$ cat src/rtl/fft_pkg.sv
// Shared constants, FSM encoding and butterfly address math for the
// 256-point radix-2 in-place DIT FFT datapath.
package fft_pkg;

  localparam int N       = 256;
  localparam int LOG2N   = 8;
  localparam int RD_LAT  = 1;                 // RAM / twiddle ROM read latency
  localparam int BF_LAT  = 3;                 // butterfly en -> vld latency
  localparam int PIPE    = RD_LAT + BF_LAT;   // read strobe -> write-back strobe

  localparam int ADDR_W  = LOG2N;             // working-RAM address width
  localparam int TW_W    = LOG2N - 1;         // twiddle ROM index width
  localparam int K_W     = LOG2N - 1;         // butterfly counter width
  localparam int STAGE_W = $clog2(LOG2N);     // stage index width
  localparam int DRAIN_W = $clog2(PIPE);      // drain counter width
  localparam int BFLY    = N / 2;             // butterflies per stage

  typedef enum logic [1:0] {
    IDLE  = 2'd0,
    RUN   = 2'd1,
    DRAIN = 2'd2,
    DONE  = 2'd3
  } state_t;

  typedef struct packed {
    logic [ADDR_W-1:0] p;
    logic [ADDR_W-1:0] q;
    logic [TW_W-1:0]   tw;
  } bf_addr_t;

  // Butterfly k of stage s: split k into group/position, insert a zero at
  // bit s to form p, set that bit for q, and scale position into the ROM.
  function automatic bf_addr_t bf_addr(input logic [STAGE_W-1:0] s,
                                       input logic [K_W-1:0]     k);
    logic [ADDR_W-1:0] k_w, half, pos, grp;
    bf_addr_t          a;
    k_w  = ADDR_W'(k);
    half = ADDR_W'(1) << s;
    pos  = k_w & (half - 1'b1);
    grp  = k_w >> s;
    a.p  = (grp << ({1'b0, s} + 4'd1)) | pos;
    a.q  = a.p + half;
    a.tw = TW_W'(pos << (STAGE_W'(LOG2N - 1) - s));
    return a;
  endfunction

endpackage

$ cat src/rtl/fft_delay_line.sv
// Fixed-depth shift register used to align strobes and addresses with the
// RAM read latency and the butterfly pipeline.
module fft_delay_line #(
  parameter int WIDTH = 1,
  parameter int DEPTH = 1
) (
  input  logic             clk,
  input  logic             rst_n,
  input  logic [WIDTH-1:0] d,
  output logic [WIDTH-1:0] q
);

  logic [WIDTH-1:0] taps [DEPTH];

  // Shift one tap per cycle; every tap clears on reset.
  always_ff @(posedge clk or negedge rst_n) begin
    if (!rst_n) begin
      // NOTE: this array is a handful of flops carrying strobes, not a RAM,
      // so it is reset; a stale write strobe after reset would corrupt data.
      for (int i = 0; i < DEPTH; i++) taps[i] <= '0;
    end else begin
      // NOTE: non-blocking assignments make every tap sample the old value
      // of its neighbour, giving a true shift instead of a fall-through.
      taps[0] <= d;
      for (int i = 1; i < DEPTH; i++) taps[i] <= taps[i-1];
    end
  end

  assign q = taps[DEPTH-1];

endmodule

$ cat src/rtl/fft_addr_gen.sv
// Stage/butterfly sequencer for the in-place FFT: issues read addresses and
// twiddle index, then delays the strobe to drive butterfly enable and
// write-back.
module fft_addr_gen
  import fft_pkg::*;
(
  input  logic               clk,
  input  logic               rst_n,
  input  logic               start,
  output logic               busy,
  output logic               done,
  output logic [STAGE_W-1:0] stage,
  output logic               rd_en,
  output logic [ADDR_W-1:0]  rd_addr_p,
  output logic [ADDR_W-1:0]  rd_addr_q,
  output logic [TW_W-1:0]    tw_addr,
  output logic               bf_en,
  output logic               wr_en,
  output logic [ADDR_W-1:0]  wr_addr_p,
  output logic [ADDR_W-1:0]  wr_addr_q
);

  localparam logic [K_W-1:0]     K_LAST     = K_W'(BFLY - 1);
  localparam logic [STAGE_W-1:0] STAGE_LAST = STAGE_W'(LOG2N - 1);
  localparam logic [DRAIN_W-1:0] DRAIN_LAST = DRAIN_W'(PIPE - 1);
  localparam int                 WB_W       = 1 + 2 * ADDR_W;

  state_t             state, state_nxt;
  logic [STAGE_W-1:0] stage_q, stage_nxt;
  logic [K_W-1:0]     k, k_nxt;
  logic [DRAIN_W-1:0] drain, drain_nxt;
  logic               armed;          // blocks a start coincident with reset release
  bf_addr_t           addr_nxt;
  logic [WB_W-1:0]    wb_out;

  // Next-state and counter logic.
  always_comb begin
    // NOTE: every variable gets a default before the case so no path leaves
    // it unassigned, which would otherwise infer a latch.
    state_nxt = state;
    stage_nxt = stage_q;
    k_nxt     = k;
    drain_nxt = drain;
    unique case (state)
      IDLE: begin
        if (start && armed) begin
          state_nxt = RUN;
          stage_nxt = '0;
          k_nxt     = '0;
        end
      end
      RUN: begin
        k_nxt = k + 1'b1;             // wraps to 0 after the last butterfly
        if (k == K_LAST) begin
          state_nxt = DRAIN;
          drain_nxt = '0;
        end
      end
      DRAIN: begin
        drain_nxt = drain + 1'b1;
        if (drain == DRAIN_LAST) begin
          drain_nxt = '0;
          if (stage_q == STAGE_LAST) begin
            state_nxt = DONE;
          end else begin
            stage_nxt = stage_q + 1'b1;
            state_nxt = RUN;
          end
        end
      end
      DONE:    state_nxt = IDLE;
      default: state_nxt = IDLE;
    endcase
  end

  // Addresses for the butterfly that will be read next cycle.
  assign addr_nxt = bf_addr(stage_nxt, k_nxt);

  // State, counters and registered read-side outputs.
  always_ff @(posedge clk or negedge rst_n) begin
    if (!rst_n) begin
      state     <= IDLE;
      stage_q   <= '0;
      k         <= '0;
      drain     <= '0;
      armed     <= 1'b0;
      rd_en     <= 1'b0;
      busy      <= 1'b0;
      done      <= 1'b0;
      rd_addr_p <= '0;
      rd_addr_q <= '0;
      tw_addr   <= '0;
    end else begin
      state   <= state_nxt;
      stage_q <= stage_nxt;
      k       <= k_nxt;
      drain   <= drain_nxt;
      armed   <= 1'b1;
      rd_en   <= (state_nxt == RUN);
      busy    <= (state_nxt == RUN) || (state_nxt == DRAIN);
      done    <= (state_nxt == DONE);
      if (state_nxt == RUN) begin
        rd_addr_p <= addr_nxt.p;
        rd_addr_q <= addr_nxt.q;
        tw_addr   <= addr_nxt.tw;
      end
    end
  end

  assign stage = stage_q;

  // Butterfly enable arrives together with the RAM/ROM read data.
  fft_delay_line #(.WIDTH(1), .DEPTH(RD_LAT)) u_bf_dly (
    .clk   (clk),
    .rst_n (rst_n),
    .d     (rd_en),
    .q     (bf_en)
  );

  // Write-back strobe and addresses arrive together with butterfly output.
  fft_delay_line #(.WIDTH(WB_W), .DEPTH(PIPE)) u_wb_dly (
    .clk   (clk),
    .rst_n (rst_n),
    .d     ({rd_en, rd_addr_p, rd_addr_q}),
    .q     (wb_out)
  );

  assign {wr_en, wr_addr_p, wr_addr_q} = wb_out;

endmodule

$ cat config.mk
export PLATFORM = sky130hd
export DESIGN_NAME = fft_addr_gen
export DESIGN_NICKNAME = d
export VERILOG_FILES = /design/src/rtl/fft_pkg.sv /design/src/rtl/fft_delay_line.sv /design/src/rtl/fft_addr_gen.sv
export SDC_FILE = /design/constraint.sdc
export NUM_CORES = 1
export LEC_CHECK = 0
export CAP_MARGIN = 20
export CORE_MARGIN = 3
export CORE_UTILIZATION = 51
export DETAILED_ROUTE_END_ITERATION = 8
export GPL_TIMING_DRIVEN = 0
export PLACE_DENSITY = 0.76
export SYNTH_ARGS = -nofsm -noshare
export SYNTH_HDL_FRONTEND = slang
export SYNTH_HIERARCHICAL = 1
export SYNTH_SLANG_ARGS = --single-unit
$ cat constraint.sdc
create_clock -name clk -period 4.5 [get_ports clk]
set_input_delay 0.9 -clock clk [delete_from_list [all_inputs] [get_ports clk]]
set_output_delay 0.9 -clock clk [all_outputs]
set_load 0.02 [all_outputs]
==> impl_metrics.csv, run 1 <==
group,metric,value,unit
synth,ys_top_cells_by_area,"dfrtp_1 (56%), ha_1 (4.6%), nor2_1 (3.1%)",
routing,via_count,3696,
worst_setup_path,crit_path_start_kind,"flop",
synth,ys.flop_type,"dfrtp_1",
synth,yosysUniqueCellTypes,73,
worst_hold_path,min-delay-start,"u_wb_dly/taps[45]",
timing,final.period_utilization,97.77,%
clocking,clock_sinks,110,
synth,syn-cell-area,0.004890,mm^2
placement,dp_cells,618,
global_routing,grt_overflow,0,
synth,ys_async_sr_fraction,100.0,%
floorplanning,dieArea,0.01080,mm^2
timing,hold_ws,0.3362,ns
synth,synth_nets,461,
clocking,clkLatencyLatePin,0.39,ns
floorplanning,rows,35,
clocking,cts_buffers,9,
layout,layout.cells.non_filler,676,
worst_setup_path,startpoint,"stage[0]",
synth,synth.most_common_cell,"dfrtp_1",
outcome,status,"complete, no violations",
worst_hold_path,hp-class,"reg -> reg",
floorplanning,io_pins,50,
clocking,clockRootBuffer,"clkbuf_8",
timing,worst_pin_slew,0.5999,ns
routing,vias_per_cell,5.467,
floorplanning,die_w,103.9,um
layout,nFillCells,712,
synth,ys_top_cells_by_count,"dfrtp_1 (110), nor2_1 (41), nand2_1 (29), a21oi_1 (24), o21ai_0 (22)",
synth,yosysTopAreaCellShare,56.29,%
clocking,clock_path_buffers,2,
timing,setup_violations,0,
timing,slew_viol_final,0,
global_routing,grt_util_all_layers,21.60,%
global_routing,grt_max_degree,66,
placement,dp_slack,-1.238,ns
synth,yosys.area.top_type,"dfrtp_1",
synth,synth_edf_count,0,
timing,period_needed,4.400,ns
floorplanning,core_area,0.009284,mm^2
layout,area_delta_synth_final,30.19,%
timing,max_freq,227.3,MHz
timing,slew_headroom,60.00,%
global_routing,grt_pass1_vias,3683,
layout,antennaDiodeCount,0,
timing,hold_viol,0,
worst_setup_path,critPathMaxFanout,4,
routing,detail_route.first_pass.iterations,5,
worst_setup_path,worstSetupPathType,"reg -> reg",
routing,drc,0,
clocking,cts_hold_buf,0,
worst_setup_path,cp-end-kind,"flop",
timing,fin_ws,0.1005,ns
synth,synth_warnings,6,
clocking,htreeDepth,3,
routing,drt_iter0_drc,267,
synth,ys_seq_area_share,56.29,%
clocking,path_clk_slew,0.12,ns
timing,final.setup_skew,0.01839,ns
routing,ant_nets,0,
pwr,vdd_drop_max,0.1526,mV
synth,synth_cells,439,
layout,fin_nets,564,
floorplanning,start_util,52.67,%
worst_setup_path,cp.required,4.81,ns
placement,dp_hpwl,7558,um
floorplanning,die_y,103.9,um
synth,syn_area_per_cell,11.14,um^2
synth,ys_seq_elements,110,
worst_setup_path,crit_arrival,4.71,ns
routing,drt_wl_total,11320,um
pwr,cellPowerDensity,249.8,mW/mm^2
run,cap_violations,0,
clocking,cts_tree,"done",
layout,drive_above_1_share,27.61,%
placement,gp_congestion,0.8933,
routing,routedWlPerCell,16.74,um
global_routing,antenna_found_initial,0,
layout,utilization,68.57,%
placement,numPortBuffers,49,
global_routing,grt_first_pass_wirelength,18440,um
pwr,power,1.591,mW
worst_setup_path,r2r_start,"stage[0]",
pwr,p_leak,2.860,nW
## kinds of logic (layout without fill, tap and decap cells)
family                     after synthesis  count (layout)  share of synthesized area (%)
DFF                                    110             110                          56.29
other                                    1               1                        0.07669
AOI/OAI and AO/OA                      106             106                          14.82
and+or+nand+nor                        125             125                          12.69
muxes                                   14              14                          3.454
xor gates and xnor gates                 8               8                          1.433
buffers and inverters                   54             162                          5.783
adders and majority gates               21              21                          5.450
## area by class of cell
type                            count  area, um^2  share of cell area (%)
Inverter                           18       70.07                   1.101
Buffer                             36       272.8                   4.285
Clock inverter                      6       57.56                  0.9041
Timing Repair Buffer               92       829.5                   13.03
Tap cell                          129       161.4                   2.535
Sequential cell                   110        2754                   43.26
Clock buffer                       10       137.6                   2.162
Multi-Input combinational cell    275        2083                   32.72
## power by group
group / leakage [nW] / switching, mW / total, mW / internal (mW)
Clock: 0.0971 / 0.353 / 0.580 / 0.226
Combinational: 1.42 / 0.0187 / 0.0224 / 0.00368
Sequential: 1.35 / 0.000432 / 0.989 / 0.988
## state kept, by name (all words and copies together), names as in the netlist, 2 cells and up
register,flops
u_wb_dly/taps,51
u_wb_dly/q,17
rd_addr_p,8
rd_addr_q,8
k,7
tw_addr,7
stage,3
drain,2
state,2
## critical path, stage by stage, from the launching register on
cell	delay, ns
dfrtp_2	0.44
ha_4	0.18
a21bo_4	0.22
o211ai_1	0.27
nand2_2	0.17
buf_6	0.14
buf_4	0.12
buf_4	0.12
buf_4	0.12
buf_4	0.12
buf_4	0.12
buf_4	0.12
buf_4	0.12
buf_4	0.12
buf_4	0.13
buf_4	0.13
buf_4	0.13
buf_4	0.13
buf_4	0.12
nand4_1	0.08
a211o_1	0.14
nand3_2	0.10
a311o_1	0.35
a311o_1	0.33
a31oi_1	0.13
a21boi_2	0.18
## routing by layer
layer	global-route usage, %	share of wire [%]
met3	4.407	5.4
met1	29.35	44
met5	0	0
met2	33.52	47
met4	10.16	2.8
## placed cells by master, fill, tap and decap left out, types with 4 or more instances in the layout
master	synthesis	routed
o21ai_0	22	17
nand4_1	7	7
ha_4	0	5
nand2_2	2	5
inv_1	16	15
clkdlybuf4s50_1	0	47
xnor2_1	5	5
clkbuf_8	0	10
nor2_1	41	41
a31oi_1	5	5
a21oi_1	24	20
mux2_2	9	9
ha_1	18	10
clkbuf_1	10	4
dfrtp_1	110	109
buf_6	1	4
buf_4	18	62
and2_1	5	4
nand2_1	29	25
nand3_1	9	8
nor3_1	7	7
o211ai_1	5	5
## final timing paths
kind | to | slack [ns] | cells after the start
worst min register to register | u_wb_dly/taps[28] | 0.34 | 0
worst min-delay path | u_wb_dly/taps[28] | 0.34 | 0
max in group asynchronous | stage[0] | 3.29 | 2
worst max-delay path | rd_addr_q[7] | 0.10 | 25
min in group asynchronous | rd_addr_q[2] | 0.50 | 1
worst max register to register | rd_addr_q[7] | 0.10 | 25
## what timing repair did
action / in CTS / in global routing
setup endpoints to repair: 4 / 4
pin swaps: 12 / 14
setup buffers: 32 / 13
resized for setup: 35 / 41
## through the flow
step                      area (um^2)  TNS, ns
final                            6366        0
after CTS                        6130        0
after global routing             6366  -0.1053
after global placement           5564  -153.35
after floorplan                  4912        0
after detailed placement         5589   -4.009
Note: power is estimated with default switching activity, not from simulation.
==> run 2, diff against run 1 <==
- SYNTH_HIERARCHICAL: 1 -> not set
==> impl_metrics.csv, run 2 <==
group,metric,value,unit
placement,dp_hpwl,7666,um
layout,fin_area,0.006120,mm^2
global_routing,antenna_found_initial,0,
routing,drt_iter0_drc,169,
clocking,cts_buffers,9,
outcome,status,"complete, no violations",
floorplanning,die_y,104.5,um
timing,final.setup_skew,0.01044,ns
layout,final_cell_mix,"dfrtp_1 (106), clkdlybuf4s50_1 (47), nand2_1 (39)",
pwr,vdd_drop_max,0.2425,mV
synth,ys_async_sr_fraction,100.0,%
clocking,clock_path_buffers,2,
run,cap_violations,0,
timing,final.period_utilization,96.80,%
synth,ys_top_cells_by_count,"dfrtp_1 (109), nand2_1 (39), nor2_1 (26), a21oi_1 (23), o21ai_0 (21)",
floorplanning,start_util,53.08,%
worst_setup_path,cp.required,4.75,ns
routing,drt_wl_total,10460,um
placement,numPortBuffers,49,
global_routing,grt_max_degree,72,
placement,place_area,0.005652,mm^2
worst_setup_path,crit_top_cell,"ha_1",
global_routing,grt_first_pass_wirelength,17450,um
layout,area_delta_synth_final,23.60,%
synth,ys_top_cells_by_area,"dfrtp_1 (55%), ha_1 (4.5%), mux2_2 (3.2%)",
timing,max_freq,229.6,MHz
layout,mostFrequentLayoutCell,"dfrtp_1",
synth,synth_edf_count,0,
worst_setup_path,crit_path_start_kind,"input pin",
worst_setup_path,critical_path_buf_inv_count,6,
worst_setup_path,r2r_start,"stage[1]",
timing,worst_pin_slew,0.6334,ns
synth,ys_seq_elements,109,
layout,largest_reg_flops,50,
worst_setup_path,cp-end-kind,"flop",
floorplanning,core_area,0.009328,mm^2
synth,yosys.area.top_type,"dfrtp_1",
routing,via_count,3506,
pwr,power,3.565,mW
worst_hold_path,hp-class,"reg -> reg",
routing,routedWlPerCell,16.27,um
worst_setup_path,crit_arrival,4.61,ns
layout,antennaDiodeCount,0,
timing,setup_violations,0,
layout,top_register,"u_wb_dly.taps",
synth,synth.most_common_cell,"dfrtp_1",
floorplanning,dieArea,0.01093,mm^2
clocking,clkLatencyLatePin,0.37,ns
floorplanning,rows,35,
synth,ys_seq_area_share,55.09,%
routing,ant_nets,0,
worst_setup_path,crit_path_top_delay_cell,"or2_2",
placement,gp_congestion,0.8890,
global_routing,grt_util_all_layers,19.88,%
synth,syn_area_per_cell,11.49,um^2
synth,synth_nets,453,
worst_setup_path,cp_top_family,"simple AND/OR/NAND/NOR gates",
routing,vias_per_cell,5.453,
worst_setup_path,crit_path_cell_trace,"clkdlybuf4s15_2 -> and4bb_4 -> a211oi_4 -> or2_1 -> buf_6 -> inv_6 -> buf_8 -> ha_1 -> buf_6 -> nand2_1 -> ha_1 -> or2_2 -> o31ai_2 -> ha_1 -> a21o_1 -> a21oi_2 -> inv_1 -> a21oi_2 -> a21oi_1 -> o221ai_2 -> xnor2_1 -> mux2_2",
clocking,htreeDepth,3,
worst_setup_path,critPathMaxFanout,8,
pwr,p_leak,2.748,nW
worst_setup_path,worstSetupPathType,"in -> reg",
timing,slew_headroom,57.77,%
worst_setup_path,startpoint,"start",
synth,syn-cell-area,0.004951,mm^2
timing,period_needed,4.356,ns
clocking,path_clk_slew,0.10,ns
layout,drive_above_1_share,24.12,%
synth,synth_cells,431,
floorplanning,die_w,104.5,um
clocking,clockRootBuffer,"clkbuf_8",
clocking,cts_hold_buf,0,
synth,yosysTopAreaCellShare,55.09,%
layout,utilization,65.61,%
floorplanning,io_pins,50,
layout,fin_nets,531,
synth,yosysUniqueCellTypes,75,
global_routing,grt_overflow,0,
worst_hold_path,min-delay-start,"u_wb_dly.taps[23]",
routing,drc,0,
timing,hold_viol,0,
synth,synth_warnings,0,
clocking,cts_tree,"done",
worst_setup_path,max_stage_delay,0.33,ns
routing,detail_route.first_pass.iterations,5,
synth,ys.flop_type,"dfrtp_1",
global_routing,grt_pass1_vias,3445,
clocking,clock_sinks,109,
timing,slew_viol_final,0,
pwr,cellPowerDensity,582.6,mW/mm^2
[run 2: cell count changes in the layout (fill, tap and decap cells not counted), sizes merged, moves of 4 or more]
cell	delta
nand4	-4
nor2	-16
o211ai	+5
mux2	+6
nand2	+9
buf	-24
[run 2: area by class of cell]
cell class                 instances  area (um^2)
clock buffer                      10        137.6
inverter                          17        72.57
fill                             702         3208
buffer                            36        275.3
tap                              129        161.4
multi-input combinational        268         2027
timing repair buffer              68        651.9
clock inverter                     6        62.56
sequential                       109         2731
[run 2: worst reg2reg max path, delay by kind of cell (launching register included)]
family	cells	cell delay, ns
fa+ha+maj	6	1.52
simple gates	1	0.20
xor+xnor	1	0.15
buf+inv	2	0.38
mux	2	0.46
compound gates	6	1.00
flops	1	0.46
[run 2: path summary, 6_finish.rpt]
kind,to,slack (ns),cells past startpoint
min in group asynchronous,u_wb_dly.q[11],0.48,1
hold reg to reg,u_wb_dly.q[6],0.35,0
setup / recovery,rd_addr_q[7],0.14,22
max in group asynchronous,stage[0],3.31,2
setup reg to reg,rd_addr_q[6],0.21,18
hold / removal,u_wb_dly.q[6],0.35,0
[run 2: kinds of logic (layout without fill, tap and decap cells)]
| group | Yosys count | in the layout | synth area share, % |
|---|---|---|---|
| adders and majority gates | 20 | 20 | 5.181 |
| and+or+nand+nor | 112 | 112 | 11.80 |
| xor gates and xnor gates | 12 | 12 | 2.274 |
| DFF | 109 | 109 | 55.09 |
| AOI/OAI and AO/OA | 104 | 104 | 15.24 |
| other | 1 | 1 | 0.07574 |
| muxes | 19 | 19 | 4.397 |
| buffers and inverters | 54 | 137 | 5.939 |
[run 2: layer usage]
layer,track usage [%],wire (um),vias up
met2,31.69,5045,100
li1,-,-,1668
met4,6.838,195,0
met1,27.38,4662,1725
met3,3.830,558,13
met5,0,0,-
[run 2: report_power, final]
part / internal (mW) / switching (mW) / total, mW
Combinational: 0.711 / 0.771 / 1.48
Clock: 0.231 / 0.339 / 0.570
Sequential: 1.35 / 0.164 / 1.51
[run 2: through the flow]
stage	hold WS [ns]	std cells	setup slack (ns)	setup TNS, ns
finish	0.3470	643	0.1439	0
global route	0.3594	643	-0.002201	-0.002201
CTS	0.3515	632	0.00001554	0
detailed placement	0.3347	610	-1.105	-6.459
global placement	0.3320	609	-1.243	-140.84
floorplan	0.3312	431	-0.02196	-0.02196
[run 2: timing repair]
action | 4_1_cts | 5_1_grt
gates resized for setup | 23 | 24
pin swaps | 6 | 7
setup endpoints to repair | 7 | 4
setup buffers | 7 | 11
==> run 3, diff against run 2 <==
- CORE_UTILIZATION: 51 -> 61
- GPL_ROUTABILITY_DRIVEN: not set -> 0
- PLACE_DENSITY: 0.76 -> 0.85
- clock period: 4.5 -> 5.2 ns (I/O delays scaled with it)
==> impl_metrics.csv, run 3 (synthesis gave the netlist of run 2 again) <==
group,metric,value,unit
layout,top_register,"u_wb_dly.taps",
layout,final_cell_mix,"dfrtp_1 (109), clkdlybuf4s50_1 (48), nand2_1 (39)",
worst_hold_path,hp-class,"reg -> reg",
floorplanning,io_pins,50,
clocking,clock_path_buffers,2,
layout,drive_above_1_share,19.43,%
routing,drt_wl_total,10510,um
timing,tns,0,ns
placement,numPortBuffers,49,
floorplanning,die_w,96.09,um
timing,final.setup_skew,0.01843,ns
timing,worst_pin_slew,0.6245,ns
timing,slew_headroom,58.37,%
routing,drt_iter0_drc,253,
timing,period_needed,5.082,ns
outcome,status,"complete, no violations",
layout,nFillCells,522,
layout,antennaDiodeCount,0,
floorplanning,dieArea,0.009233,mm^2
pwr,switchingPower,1.121,mW
pwr,vdd_drop_max,0.2110,mV
worst_setup_path,cp.required,5.47,ns
routing,detail_route.first_pass.iterations,6,
pwr,cellPowerDensity,525.0,mW/mm^2
layout,multi_input_area,0.001996,mm^2
clocking,path_clk_slew,0.10,ns
global_routing,grt_util_all_layers,24.23,%
layout,mostFrequentLayoutCell,"dfrtp_1",
worst_setup_path,worstSetupPathType,"in -> reg",
clocking,clockRootBuffer,"clkbuf_8",
layout,largest_reg_flops,50,
routing,ant_nets,0,
layout,area_delta_synth_final,18.55,%
clocking,cts_hold_buf,0,
timing,slew_viol_final,0,
pwr,pwr-share-clk,16.4,%
timing,final.period_utilization,97.74,%
timing,rsz0062_at_grt,"false",
timing,max_freq,196.8,MHz
layout,register_area,0.002728,mm^2
global_routing,antenna_found_initial,0,
worst_setup_path,cp-end-kind,"flop",
global_routing,grt_overflow,0,
global_routing,grt_pass1_vias,3489,
clocking,cts_tree,"done",
floorplanning,die_y,96.09,um
placement,dp_cells,583,
run,cap_violations,0,
pwr,p_int,1.961,mW
floorplanning,rows,32,
clocking,htreeDepth,3,
worst_setup_path,crit_arrival,5.35,ns
global_routing,grt_first_pass_wirelength,16850,um
clocking,clock_sinks,109,
worst_setup_path,critPathMaxFanout,11,
routing,vias_per_cell,5.997,
pwr,sequentialPowerShare,42.9,%
layout,fin_nets,511,
clocking,cts_buffers,9,
timing,hold_viol,0,
pwr,p_leak,2.644,nW
worst_setup_path,crit_path_start_kind,"input pin",
routing,drc,0,
clocking,clkLatencyLatePin,0.38,ns
pwr,p_comb_share,40.7,%
timing,setup_violations,0,
routing,routedWlPerCell,17.64,um
pwr,netSwitchingFraction,36.37,%
placement,dp_hpwl,7499,um
floorplanning,start_util,63.41,%
layout,layout.cells.non_filler,596,
floorplanning,core_area,0.007807,mm^2
routing,via_count,3574,
global_routing,grt_max_degree,78,
run 3: cell types whose count changed in the layout (fill, tap and decap cells not counted), moves of 2 or more:
cell	before	now
dfrtp_2	3	0
o21ai_0	17	19
buf_8	2	0
dfrtp_1	106	109
o21ai_2	2	0
buf_4	37	18
run 3: final timing paths:
kind | from | endpoint | slack [ns] | cells after the start
max | start | rd_addr_q[6] | 0.12 | 20
min | u_wb_dly.taps[53] | u_wb_dly.taps[36] | 0.36 | 0
max reg2reg | stage[0] | rd_addr_q[6] | 0.40 | 19
min reg2reg | u_wb_dly.taps[53] | u_wb_dly.taps[36] | 0.36 | 0
max in group asynchronous | rst_n | rd_addr_p[6] | 3.92 | 2
min in group asynchronous | rst_n | rd_en | 0.59 | 1
run 3: critical path: stages:
cell	delay, ns
clkdlybuf4s50_1	0.57
and4bb_4	0.32
a211oi_4	0.06
or2_1	0.27
buf_6	0.15
inv_4	0.09
clkbuf_4	0.23
ha_4	0.22
nand2_1	0.11
ha_1	0.24
nand2b_1	0.21
xnor2_1	0.09
mux2_2	0.27
a32oi_1	0.15
o21ai_0	0.20
a311oi_2	0.39
maj3_2	0.30
o21bai_2	0.06
xor2_1	0.14
mux2_4	0.25
run 3: metal layers:
| layer | wire, um | vias up | global-route usage (%) |
|---|---|---|---|
| li1 | - | 1634 | - |
| met1 | 4144 | 1722 | 29.94 |
| met2 | 5211 | 180 | 40.37 |
| met3 | 836 | 38 | 5.942 |
| met4 | 323 | 0 | 10.66 |
| met5 | 0 | - | 0 |
run 3: timing repair:
item	in CTS	in global routing
setup buffers	1	0
setup endpoints to repair	5	4
gates resized for setup	11	13
pin swaps	1	2
run 3: cell type report:
cell class	count	area share [%]
plain buffers	33	3.901
clock buffers	10	2.345
clock inverters	6	1.066
inverters	17	1.130
multi-input cells	268	34.00
flip-flops and latches	109	46.47
well taps	102	2.174
repair buffers	51	8.911
run 3: through the flow:
| stage | utilization (%) | instance area, um^2 | hold WS, ns | setup slack [ns] | power [mW] |
|---|---|---|---|---|---|
| floorplan | - | 4951 | 0.3312 | 0.2733 | 2.066 |
| global placement | 71.33 | 5569 | 0.3313 | -0.8252 | 2.465 |
| detailed placement | 71.65 | 5594 | 0.3347 | -0.9477 | 2.552 |
| CTS | 74.60 | 5824 | 0.3574 | 0.007047 | 3.079 |
| global route | 75.18 | 5869 | 0.3630 | 0.008984 | 3.256 |
| finish | 75.18 | 5869 | 0.3559 | 0.1176 | 3.082 |
run 3: power by group through the flow:
stage	combinational (mW)	sequential (mW)	clock (mW)
CTS	1.23	1.33	0.516
floorplan	0.691	1.37	0
global route	1.35	1.36	0.551
global placement	1.16	1.31	0
finish	1.26	1.32	0.505
detailed placement	1.21	1.35	0
==> variant, RTL diff (config.mk and constraints of run 3) <==
`LOG2N`: 8 -> 6.
--- a/src/rtl/fft_pkg.sv
+++ b/src/rtl/fft_pkg.sv
@@ -3,7 +3,7 @@
 package fft_pkg;
 
   localparam int N       = 256;
-  localparam int LOG2N   = 8;
+  localparam int LOG2N   = 6;
   localparam int RD_LAT  = 1;                 // RAM / twiddle ROM read latency
   localparam int BF_LAT  = 3;                 // butterfly en -> vld latency
   localparam int PIPE    = RD_LAT + BF_LAT;   // read strobe -> write-back strobe
Interface: changed (5 resized); port bits go from 50 to 40. No check against the original RTL was run, so the function may have changed too.
==> variant against run 3 <==
  * Utilization rose by 2.5 points
  * Sequential share of layout area rose by 2.1 points
  * Sequential cell count fell by 24
  * Clock skew fell by 0.0069 ns
  * Power fell by 62%
  * Synthesized area fell by 26%
  * Routed wire length fell by 33%
  * Cell area fell by 25%
  * Non-clock buffer count fell by 23
  * Setup slack improved by 0.12 ns
  * Critical path type unchanged
  * Largest power group unchanged
  * Highest routed layer unchanged
==> variant: results (changes against run 3) <==
Fillers 335 (-36%); Clock Latency Late Sink 0.35 ns (-0.03 ns); vias after detailed routing 2474 (-31%); sequential area share after synthesis 0.5806 (+0.02968); gr usage total 0.2236 (-0.01876); worst r2r path cells 18 (-1); DR iter-0 viols 219 (-13%); IO buf count 39 (-20%); status complete, no violations; first-pass GRT wire length 12370 um (-27%); P_leak 1.912 nW (-28%); Post-Synth XOR/XNOR Area 0.01195 (-0.01079); adder-cell area share of the yosys netlist 0.07036 (+0.01855); hpwl dp 4907 um (-35%); multiplexer share of the synthesized area 0.04747 (+0.003500); DR vias/cell 5.740 (-4.3%); post-synthesis compound-gate area fraction 0.1277 (-0.02466); most common library cells after synthesis dfrtp_1, ha_1, nand2_1; met3 global-route usage 0.05627 (-0.003153); Sw Ratio 0.2291 (-0.1347); WP data arrival 5.19 ns (-0.16 ns); max reg flops 38 (-24%); Worst-Margin Slew 0.5497 ns (-0.07476 ns); Initial DRT Pass Iterations 5 (-1); HP Start u_wb_dly.taps[45]$_DFF_PN0_; ranking of synthesized cells by area dfrtp_1, ha_1, mux2_2; Yosys cell types 61 (-19%); Final nets 377 (-26%); largest net degree at the start of global routing 75 (-3.8%); FF-to-FF End rd_addr_q[5]$_DFFE_PN0P_; Wirelength per Cell 16.39 um (-7.1%); clock skew 0.01152 ns (-0.006910 ns); Peak VDD IR 0.1853 mV (-12%); Reg2Reg Setup Slack 0.62 ns (+0.22 ns); Synthesized Nets 327 (-28%); met2 Use GR 0.3564 (-0.04727); WHS Endpoint u_wb_dly.taps[32]$_DFF_PN0_
variant: layout make-up:
class                   instances  area (um2)  area share
well taps                      72       90.09     0.02057
flip-flops and latches         85        2127      0.4856
multi-input cells             184        1341      0.3062
clock inverters                 7       87.58     0.01999
clock buffers                   9       123.9     0.02828
plain buffers                  21       143.9     0.03285
inverters                      13       51.30     0.01171
repair buffers                 40       415.4     0.09483
variant: routing by layer:
metal  wire (um)  part of all wire
met1        3194              0.45
met2        3435              0.49
met3         350             0.050
met4          82             0.012
met5           0                 0
variant: how the worst max path moves through the flow:
| stage | from | to | cells after the start |
|---|---|---|---|
| floorplan | start | rd_addr_q[5]$_DFFE_PN0P_ | 20 |
| global placement | start | rd_addr_q[5]$_DFFE_PN0P_ | 21 |
| detailed placement | start | rd_addr_q[5]$_DFFE_PN0P_ | 21 |
| CTS | start | rd_addr_q[5]$_DFFE_PN0P_ | 19 |
| global route | start | rd_addr_q[5]$_DFFE_PN0P_ | 18 |
| finish | start | rd_addr_q[5]$_DFFE_PN0P_ | 19 |
variant: what timing repair did:
item	in CTS	in global routing
endpoints found under the setup margin	1	1
resized for setup	0	3
setup buffers	0	0
cloned	0	0
variant: cell families after synthesis:
family	Yosys count
flip-flops	85
multiplexers	16
AO/OA/AOI/OAI	68
buffers and inverters	35
XOR/XNOR	5
adder cells (fa/ha/maj)	20
AND/OR/NAND/NOR	74
other	1
variant: stage by stage:
stage	setup WS, ns	cell area [um2]	TNS (ns)	hold slack [ns]
4_1_cts	0.03061	4377	0	0.3472
3_3_place_gp	-0.4642	4144	-0.4642	0.3313
2_1_floorplan	0.5899	3664	0	0.3312
6_report	0.2423	4380	0	0.3498
5_1_grt	0.01119	4380	0	0.3547
3_5_place_dp	-0.4770	4169	-0.4770	0.3347
variant: critical path, stage by stage:
cell	delay, ns
clkdlybuf4s50_1	0.49
and4bb_2	0.31
nand2b_1	0.12
mux2_2	0.23
clkbuf_2	0.26
ha_1	0.29
nand2_1	0.11
ha_1	0.30
nor2b_2	0.20
o21bai_1	0.22
ha_1	0.30
a21o_1	0.15
a21oi_1	0.23
o21bai_1	0.10
a21oi_1	0.20
xor2_1	0.11
and2_1	0.17
o221a_1	0.11
a221o_1	0.25
variant: power groups by stage:
stage          Clock, mW  Combinational (mW)  Sequential (mW)
5_1_grt            0.534              0.0195            0.661
3_3_place_gp           0              0.0145            0.674
3_5_place_dp           0              0.0175            0.674
2_1_floorplan          0            0.000582            0.674
6_report           0.487              0.0165            0.661
4_1_cts            0.504              0.0174            0.661
